--- src/rtl/mdu_pkg.sv ---
// Shared encodings for the iterative multiply/divide unit.
package mdu_pkg;

   // Operation select driven by the execute-stage control.
   typedef enum logic [1:0] {
      MDU_MULU = 2'b00,
      MDU_MULS = 2'b01,
      MDU_DIVU = 2'b10,
      MDU_DIVS = 2'b11
   } mduOp_e;

   // Sequencer states.
   typedef enum logic [1:0] {
      IDLE   = 2'b00,
      RUN    = 2'b01,
      FINISH = 2'b10
   } mduState_e;

   // Most-negative two's-complement value for a given operand width,
   // returned wide so any WIDTH up to 64 can slice it.
   function automatic logic [63:0] mostNeg(input int unsigned width);
      return 64'd1 << (width - 1);
   endfunction

endpackage

--- src/rtl/mul_div_unit_if.sv ---
// Start/busy/done handshake and operand/result bus between control and the unit.
interface mul_div_unit_if #(parameter int WIDTH = 16);
   import mdu_pkg::*;

   logic             start;
   mduOp_e           op;
   logic [WIDTH-1:0] a;
   logic [WIDTH-1:0] b;
   logic             busy;
   logic             done;
   logic [WIDTH-1:0] result;
   logic [WIDTH-1:0] result_hi;
   logic             zero;
   logic             div_zero;
   logic             ovf;

   modport master (
      output start, op, a, b,
      input  busy, done, result, result_hi, zero, div_zero, ovf
   );

   modport slave (
      input  start, op, a, b,
      output busy, done, result, result_hi, zero, div_zero, ovf
   );
endinterface

--- src/rtl/mdu_datapath.sv ---
// Shift/accumulate registers for one shift-add multiply or restoring divide
// step per enabled cycle. Works on unsigned magnitudes only.
module mdu_datapath #(parameter int WIDTH = 16) (
   input  logic             clk,
   input  logic             load,
   input  logic             step,
   input  logic             isDiv,
   input  logic [WIDTH-1:0] magA,
   input  logic [WIDTH-1:0] magB,
   output logic [WIDTH-1:0] accHi,
   output logic [WIDTH-1:0] accLo
);
   logic [WIDTH-1:0] hiReg;
   logic [WIDTH-1:0] loReg;
   logic [WIDTH-1:0] mcand;
   logic [WIDTH-1:0] mulAdd;
   logic [WIDTH:0]   mulSum;
   logic [WIDTH:0]   shifted;
   logic             geq;
   logic [WIDTH-1:0] subRem;

   // Candidate next values for both a multiply step and a divide step.
   always_comb begin
      mulAdd  = loReg[0] ? mcand : '0;
      mulSum  = {1'b0, hiReg} + {1'b0, mulAdd};
      shifted = {hiReg, loReg[WIDTH-1]};
      geq     = (shifted >= {1'b0, mcand});
      // When geq holds the difference is below the divisor, so it fits WIDTH bits.
      subRem  = shifted[WIDTH-1:0] - mcand;
   end

   // Load operands on acceptance, then advance one iteration per step.
   // NOTE: these working registers carry no reset; they are always loaded
   // before use and the top clears the visible outputs on reset.
   always_ff @(posedge clk) begin
      if (load) begin
         hiReg <= '0;
         loReg <= magA;
         mcand <= magB;
      end else if (step) begin
         if (isDiv) begin
            hiReg <= geq ? subRem : shifted[WIDTH-1:0];
            loReg <= {loReg[WIDTH-2:0], geq};
         end else begin
            hiReg <= mulSum[WIDTH:1];
            loReg <= {mulSum[0], loReg[WIDTH-1:1]};
         end
      end
   end

   assign accHi = hiReg;
   assign accLo = loReg;
endmodule

--- src/rtl/mul_div_unit.sv ---
// Iterative MUL/DIV unit beside the ALU: sequencer, counter, sign handling
// and registered results; the arithmetic lives in mdu_datapath.
module mul_div_unit
   import mdu_pkg::*;
#(parameter int WIDTH = 16) (
   input  logic           clk,
   input  logic           reset,
   mul_div_unit_if.slave  bus
);
   localparam int               CNT_W    = $clog2(WIDTH + 1);
   localparam logic [WIDTH-1:0] MOST_NEG = WIDTH'(mostNeg(WIDTH));

   mduState_e        stateReg, stateNext;
   logic [CNT_W-1:0] cntReg;
   logic             load, step;

   logic             reqDiv, reqSigned, aNeg, bNeg, reqDz, reqOvf;
   logic [WIDTH-1:0] magA, magB, accHi, accLo;

   logic             isDivReg, negReg, signAReg, dzReg, ovfReg;
   logic [WIDTH-1:0] aReg;

   logic [2*WIDTH-1:0] prodMag, prodSigned;
   logic [WIDTH-1:0]   resLo, resHi;

   logic             busyReg, doneReg, zeroReg, dzOut, ovfOut;
   logic [WIDTH-1:0] resultReg, resultHiReg;

   // Decode the incoming request: magnitudes and exception cases.
   always_comb begin
      reqDiv    = bus.op[1];
      reqSigned = bus.op[0];
      aNeg      = reqSigned & bus.a[WIDTH-1];
      bNeg      = reqSigned & bus.b[WIDTH-1];
      magA      = aNeg ? -bus.a : bus.a;
      magB      = bNeg ? -bus.b : bus.b;
      reqDz     = reqDiv && (bus.b == '0);
      reqOvf    = (bus.op == MDU_DIVS) && (bus.a == MOST_NEG) && (bus.b == '1);
   end

   // Next-state and datapath controls.
   // NOTE: every output of this block gets a default first so no path
   // leaves one unassigned and infers a latch.
   always_comb begin
      stateNext = stateReg;
      load      = 1'b0;
      step      = 1'b0;
      unique case (stateReg)
         IDLE: begin
            if (bus.start) begin
               load      = 1'b1;
               stateNext = (reqDz || reqOvf) ? FINISH : RUN;
            end
         end
         RUN: begin
            step = 1'b1;
            if (cntReg == CNT_W'(1)) stateNext = FINISH;
         end
         FINISH:  stateNext = IDLE;
         default: stateNext = IDLE;
      endcase
   end

   // Sign correction and exception overrides on the finished magnitudes.
   always_comb begin
      prodMag    = {accHi, accLo};
      prodSigned = negReg ? -prodMag : prodMag;
      if (dzReg) begin
         resLo = '1;
         resHi = aReg;
      end else if (ovfReg) begin
         resLo = aReg;
         resHi = '0;
      end else if (isDivReg) begin
         resLo = negReg   ? -accLo : accLo;
         resHi = signAReg ? -accHi : accHi;
      end else begin
         {resHi, resLo} = prodSigned;
      end
   end

   // State, counter, latched request and registered outputs.
   // NOTE: sequential state uses non-blocking assignments so every register
   // samples pre-edge values regardless of statement order.
   always_ff @(posedge clk) begin
      if (reset) begin
         stateReg    <= IDLE;
         cntReg      <= '0;
         isDivReg    <= 1'b0;
         negReg      <= 1'b0;
         signAReg    <= 1'b0;
         dzReg       <= 1'b0;
         ovfReg      <= 1'b0;
         aReg        <= '0;
         busyReg     <= 1'b0;
         doneReg     <= 1'b0;
         resultReg   <= '0;
         resultHiReg <= '0;
         zeroReg     <= 1'b0;
         dzOut       <= 1'b0;
         ovfOut      <= 1'b0;
      end else begin
         stateReg <= stateNext;
         busyReg  <= (stateReg == RUN);
         doneReg  <= (stateReg == FINISH);
         if (load) begin
            cntReg   <= CNT_W'(WIDTH);
            isDivReg <= reqDiv;
            negReg   <= aNeg ^ bNeg;
            signAReg <= aNeg;
            dzReg    <= reqDz;
            ovfReg   <= reqOvf;
            aReg     <= bus.a;
         end else if (step) begin
            cntReg <= cntReg - CNT_W'(1);
         end
         if (stateReg == FINISH) begin
            resultReg   <= resLo;
            resultHiReg <= resHi;
            zeroReg     <= ({resHi, resLo} == '0);
            dzOut       <= dzReg;
            ovfOut      <= ovfReg;
         end
      end
   end

   mdu_datapath #(.WIDTH(WIDTH)) u_datapath (
      .clk   (clk),
      .load  (load),
      .step  (step),
      .isDiv (isDivReg),
      .magA  (magA),
      .magB  (magB),
      .accHi (accHi),
      .accLo (accLo)
   );

   assign bus.busy      = busyReg;
   assign bus.done      = doneReg;
   assign bus.result    = resultReg;
   assign bus.result_hi = resultHiReg;
   assign bus.zero      = zeroReg;
   assign bus.div_zero  = dzOut;
   assign bus.ovf       = ovfOut;
endmodule

--- src/flat_wrapper.sv ---
// flat-port wrapper written by rule: the top's interface ports become plain ports
module mul_div_unit_flat import mdu_pkg::*;
#(parameter int WIDTH = 16)
  (clk, reset, bus_start, bus_op, bus_a, bus_b, bus_busy, bus_done, bus_result, bus_result_hi, bus_zero, bus_div_zero, bus_ovf);
  mul_div_unit_if #(.WIDTH(WIDTH)) bus_i ();
  input  logic clk;
  input  logic reset;
  input wire logic [$bits(bus_i.start)-1:0] bus_start;
  input wire logic [$bits(bus_i.op)-1:0] bus_op;
  input wire logic [$bits(bus_i.a)-1:0] bus_a;
  input wire logic [$bits(bus_i.b)-1:0] bus_b;
  output wire logic [$bits(bus_i.busy)-1:0] bus_busy;
  output wire logic [$bits(bus_i.done)-1:0] bus_done;
  output wire logic [$bits(bus_i.result)-1:0] bus_result;
  output wire logic [$bits(bus_i.result_hi)-1:0] bus_result_hi;
  output wire logic [$bits(bus_i.zero)-1:0] bus_zero;
  output wire logic [$bits(bus_i.div_zero)-1:0] bus_div_zero;
  output wire logic [$bits(bus_i.ovf)-1:0] bus_ovf;
  assign bus_i.start = bus_start;
  assign bus_i.op = bus_op;
  assign bus_i.a = bus_a;
  assign bus_i.b = bus_b;
  assign bus_busy = bus_i.busy;
  assign bus_done = bus_i.done;
  assign bus_result = bus_i.result;
  assign bus_result_hi = bus_i.result_hi;
  assign bus_zero = bus_i.zero;
  assign bus_div_zero = bus_i.div_zero;
  assign bus_ovf = bus_i.ovf;
  mul_div_unit #(.WIDTH(WIDTH)) u_core (.clk(clk), .reset(reset), .bus(bus_i));
endmodule
--- config.mk ---
export PLATFORM = sky130hd
export DESIGN_NAME = mul_div_unit_flat
export DESIGN_NICKNAME = d
export VERILOG_FILES = /design/src/rtl/mdu_pkg.sv /design/src/rtl/mul_div_unit_if.sv /design/src/rtl/mdu_datapath.sv /design/src/rtl/mul_div_unit.sv /design/src/flat_wrapper.sv
export SDC_FILE = /design/constraint.sdc
export NUM_CORES = 1
export LEC_CHECK = 0
export BUFFER_PORTS_ARGS = -buffer_cell sky130_fd_sc_hd__buf_2
export CORE_UTILIZATION = 30
export DETAILED_ROUTE_END_ITERATION = 7
export GPL_TIMING_DRIVEN = 1
export SETUP_SLACK_MARGIN = 0.2
export SKIP_LAST_GASP = 1
export SLEW_MARGIN = 20
export SYNTH_ARGS = -nofsm -noshare
export SYNTH_HDL_FRONTEND = slang
export SYNTH_SLANG_ARGS = --single-unit
--- constraint.sdc ---
create_clock -name clk -period 6.33 [get_ports clk]
set_input_delay 0.3165 -clock clk [delete_from_list [all_inputs] [get_ports clk]]
set_output_delay 0.3165 -clock clk [all_outputs]
set_load 0.02 [all_outputs]
### Yosys cells after proc, flatten, opt, wreduce, memory -nomap -nowiden

Cells that the tools add are included.

* bits of input ports: 37
* logic and storage cells: 75
* bits in registers: 113
* output and inout bits: 37

* bitwise logic cells: 3
* mux-type cells: 26
* equality and inequality tests: 8
* magnitude comparators: 1
* reduce and logical (&&, ||, !) cells: 10
* add/subtract/negate cells: 8

Operators by type and width (number)
* $mux 16: 16
* $neg 16->16: 4
* $eq 16x16->1 const B: 2
* $logic_not 32->1: 1
* $mux 32: 1
* $neg 32->32: 1
* $add 16x16->17: 1
* $ge 17x16->1: 1
* $logic_not 16->1: 1
* $sub 16x16->16: 1
* $mux 5: 2
* $mux 2: 3
* $eq 5x1->1 const B: 1
* $sub 5x1->5 const B: 1
* $eq 2x2->1 const B: 2
* $pmux 2 s2: 1
* $logic_and 1x1->1: 3
* $mux 1: 3
* $and 1x1->1: 2
* $eq 2x1->1 const B: 1
* $logic_not 2->1: 1
* $ne 2x1->1 const B: 1
* $ne 2x2->1 const B: 1
* $reduce_and 2->1: 1
* 4 further kinds: 4

### Longest topological paths before layout

* depth in word-level cells: 7
* depth in mapped cells: 12
* depth with buffers taken out: 11

### Hierarchy

Synthesis repeated with hierarchy kept, for this count alone.

* cells, all modules: 1006
* area, all modules: 8266.7 µm²

Modules (own cells, without submodules)
* mul_div_unit: instances 1, area an instance 4446.8 µm², cells an instance 599
* mdu_datapath: instances 1, area an instance 3819.9 µm², cells an instance 407

### Worst setup path after synthesis

Ideal clock, no wire load.

* path type: reg2reg
* start: reg u_core.u_datapath.loReg[0], in the netlist u_core.u_datapath.accLo[0]
* end: reg u_core.u_datapath.hiReg[15], in the netlist u_core.u_datapath.accHi[15]
* data required time: 6.210 ns
* library setup time: 0.120 ns
* cell stages (with the launch flop): 13
* path buffers: 1
* arrival time: 2.997 ns
* setup slack: 3.214 ns
* path through: edfxtp_1 -> clkinv_1 -> clkbuf_1 -> nor2_1 -> fa_1 -> a211oi_1 -> o21ai_1 -> a311oi_1 -> o21a_1 -> o21ai_1 -> a211oi_1 -> nor2_1 -> a211o_1

* cells in the longest elaborated chain, start to end: 3

RTL lines
* start, declared: RTL line mdu_datapath.sv:14 `logic [WIDTH-1:0] loReg;`
* start signal, assigned: RTL line mdu_datapath.sv:38 `loReg <= magA;`
* start signal, assigned: RTL line mdu_datapath.sv:43 `loReg <= {loReg[WIDTH-2:0], geq};`
* start signal, assigned: RTL line mdu_datapath.sv:46 `loReg <= {mulSum[0], loReg[WIDTH-1:1]};`
* $mux 16: RTL line mdu_datapath.sv:24 `mulAdd = loReg[0] ? mcand : '0;`
* $add 16x16->17: RTL line mdu_datapath.sv:25 `mulSum = {1'b0, hiReg} + {1'b0, mulAdd};`
* $mux 16: RTL line mdu_datapath.sv:41 `if (isDiv) begin`
* end signal, assigned: RTL line mdu_datapath.sv:42 `hiReg <= geq ? subRem : shifted[WIDTH-1:0];`
* end signal, assigned: RTL line mdu_datapath.sv:45 `hiReg <= mulSum[WIDTH:1];`
* end, declared: RTL line mdu_datapath.sv:13 `logic [WIDTH-1:0] hiReg;`

No other way between the ends.
A chain may end at the register's enable or synchronous reset.

### Final worst setup path

Same ends and word-level chain as after synthesis.

==> impl_results.md <==
- CTS max path bufs: 2
- Total grt overflow: 0
- Largest net degree at the start of global routing: 66
- Gpl congestion: approximately 0.9
- Routed WL: 23700 um
- Worst Setup Slack, final: approximately 2.8 ns
- Maximum VDD drop: 0.221 mV
- Starting Density: 30.6%
- Final Cycle Share: 56.2%
- PD cells: around 320 nW/um^2
- Layout Nets: 1102
- LEAKAGE: 3.70 nW
- Die Height: 165 um
- DRC violations left: 8
- Die X: 165 um
- IO Port Bufs: 73
- RSZ-0062 raised after global routing: no
- CTS tree: built
- Max Clock Freq: approximately 0.28 GHz
- Share of post-route cells with drive strength above 1: between 10% and 20%
- Clock slew at reported path FFs: roughly 0.060 ns
- WS Path Type: reg2reg
- DR iter-0 viols: approximately 500
- Post-CTS sizing: 0
- Avg Inst Size Synth: around 8.2 um^2
- MaxCap Viol Count: 0
- Ant. Diodes: 0
- Post-synth EDFFs: 32
- Synth-to-layout area growth: 15.6%
- H-tree depth: 4
- Critical Path Source Type: flop
- Final Slew Violations: 0
- Post-DP Area: 8640 um^2
- Top Ports: 74
- Setup repair bufs after CTS: 0
- Synth warnings: 0
- Cell area after synthesis: 8000 um^2
- Worst Skew: 0.0123 ns
- TritonCTS buffer count: 17
- Measured slew at the worst slew-check pin: about 1 ns
- Worst EP required: 6.63 ns
- Gr usage total: 17.9%
- Tmin final: 3.56 ns
- Final hold vios: 0
- Total placed cells including tap cells: 1340
- Site Rows: 59
- Dpl hpwl: between 15000 and 20000 um
- Status: finished with violations
- Sequential share of the synthesized area: about a third
- Post-synthesis cell count: about 970
- Clock Tree Root: clkbuf_16
- Post-Layout Cell Count: 1372
- Crit path DAT: 3.86 ns
- Post-route cell area: 9250 um^2
- HP Class: in2reg
- ANT nets after route: 0
- Worst Setup End Kind: flop
- Relative slew slack: 33.1%
- Die area: 27300 um^2
- First drt pass iteration count: 7
- Vias in the first global route: between 7k and 8k
- Clk_lat worst skew: 0.43 ns
- Netlist cell types: 85
- Ys async rst share: 0%
- Via density: around 5.3
- Clk sinks: 113
- First-pass GRT wire length: approximately 38000 um
- Crit Path Max Fanout: 18
- Antenna violations before repair: 0
- Vias: 7336
- Setup violators final: 0
- Setup Slack @ Placement: 2.82 ns
- Failing checks: design-rule violations
- Mapped Nets: 1052
- Core ar.: 26100 um^2
- Seq cells post-synth: 113
- Routed len/inst: 17.3 um
- Post-synth top flop: dfxtp_1
- Hold buffer count at cts: 0
- Setup TNS: 0 ns
==> layout make-up <==
cell class | count | area [um^2]
Sequential cell | 113 | 2580
Timing Repair Buffer | 82 | 433
Clock buffer | 19 | 464
Clock inverter | 13 | 146
Inverter | 41 | 154
Tap cell | 335 | 419
Multi-Input combinational cell | 769 | 5050
Fill cell | 2746 | 16900
==> state kept, by name, indices dropped and copies added (netlist names), 2 cells and up <==
register                 count
u_core.bus.result_hi        16
u_core.bus.result           16
u_core.cntReg                5
u_core.u_datapath.mcand     16
u_core.aReg                 16
u_core.u_datapath.accLo     16
u_core.u_datapath.accHi     16
u_core.stateReg              2
==> per-layer routing <==
layer | GRT usage, % | wire length (um) | vias up
met5 | 0 | 0 | -
met4 | 6.03 | 428 | 0
met3 | 4.07 | 1370 | 29
met2 | 27.5 | 10500 | 183
met1 | 24.5 | 11400 | 3447
li1 | - | - | 3677
==> stage by stage <==
step / utilization (%) / total power [mW] / hold WS [ns]
global placement: 33.0 / 1.95 / 0.444
CTS: 35.4 / 2.96 / 0.123
detailed placement: 33.0 / 1.96 / 0.450
finish: 35.4 / 2.96 / 0.137
global route: 35.4 / 3.12 / 0.148
floorplan: - / 1.70 / 0.415
==> power by group <==
group | total [mW] | internal, mW | leakage, nW | switching [mW]
clock network | 0.997 | 0.619 | 0.304 | 0.378
logic | 0.977 | 0.406 | 2.43 | 0.572
registers | 0.982 | 0.836 | 0.976 | 0.146
total | 2.96 | 1.86 | 3.70 | 1.10
==> cell families (layout without fill, tap and decap cells) <==
| logic type | after synthesis | after routing | synth area share [%] |
|---|---|---|---|
| XOR/XNOR | 71 | 71 | 7.77 |
| AO/OA/AOI/OAI | 251 | 251 | 20.8 |
| multiplexers | 39 | 39 | 4.96 |
| AND/OR/NAND/NOR | 367 | 367 | 22.8 |
| flip-flops | 113 | 113 | 32.3 |
| adder cells (fa/ha/maj) | 41 | 41 | 6.60 |
| buffers and inverters | 92 | 155 | 4.77 |
==> layout by cell type, fill, tap and decap left out, types with 11 or more instances in the layout <==
cell type and instances:
ha_1 39, o21ai_0 38, a211oi_1 24, xnor2_1 34
inv_1 39, a22oi_1 14, a31oi_1 13, nand3_1 12
xor2_1 37, nor4_1 15, edfxtp_1 32, o21ai_1 18
o31ai_1 14, nor3_1 35, dfxtp_1 81, nor2_1 90
nand4_1 20, buf_2 73, a21oi_1 63, nand2_1 120
clkbuf_16 18, mux2i_1 34, nand2b_1 11
==> worst max-delay path, stage by stage (launching register included) <==
cell and delay [ns]:
edfxtp_1 0.44, clkinv_1 0.51, nor2_1 0.26, ha_1 0.31, a211oi_1 0.36, o21ai_1 0.16
a311oi_1 0.45, o21a_1 0.25, o21ai_1 0.12, a211oi_1 0.25, nor2_1 0.07, a211o_1 0.26
==> cells in the mapped netlist (9+ instances only) <==
cell | n | area share (%)
nand2_1 | 120 | 5.6
nor2_1 | 91 | 4.3
dfxtp_1 | 81 | 20
a21oi_1 | 63 | 3.9
ha_1 | 39 | 6.1
inv_1 | 39 | 1.8
o21ai_0 | 38 | 2.4
xor2_1 | 37 | 4.0
clkbuf_1 | 35 | 1.6
nor3_1 | 35 | 2.2
mux2i_1 | 34 | 4.3
xnor2_1 | 34 | 3.7
edfxtp_1 | 32 | 12
a211oi_1 | 24 | 2.3
nand4_1 | 20 | 1.6
o21ai_1 | 18 | 1.1
nor4_1 | 15 | 1.2
a22oi_1 | 14 | 1.3
o31ai_1 | 14 | 1.3
a31oi_1 | 13 | 1.0
nand3_1 | 12 | 0.75
nand2b_1 | 11 | 0.86
and2_1 | 9 | 0.70
==> path summary, 6_finish.rpt <==
kind | from | cells after the start | slack (ns) | to
max | u_core.u_datapath.accLo[0] | 11 | 2.77 | u_core.u_datapath.accHi[15]
min | bus_start | 2 | 0.14 | u_core.ovfReg
min reg2reg | u_core.bus.result_hi[14] | 2 | 0.45 | u_core.bus.result_hi[14]
max reg2reg | u_core.u_datapath.accLo[0] | 11 | 2.77 | u_core.u_datapath.accHi[15]
Power figures use the tool's default switching activity.
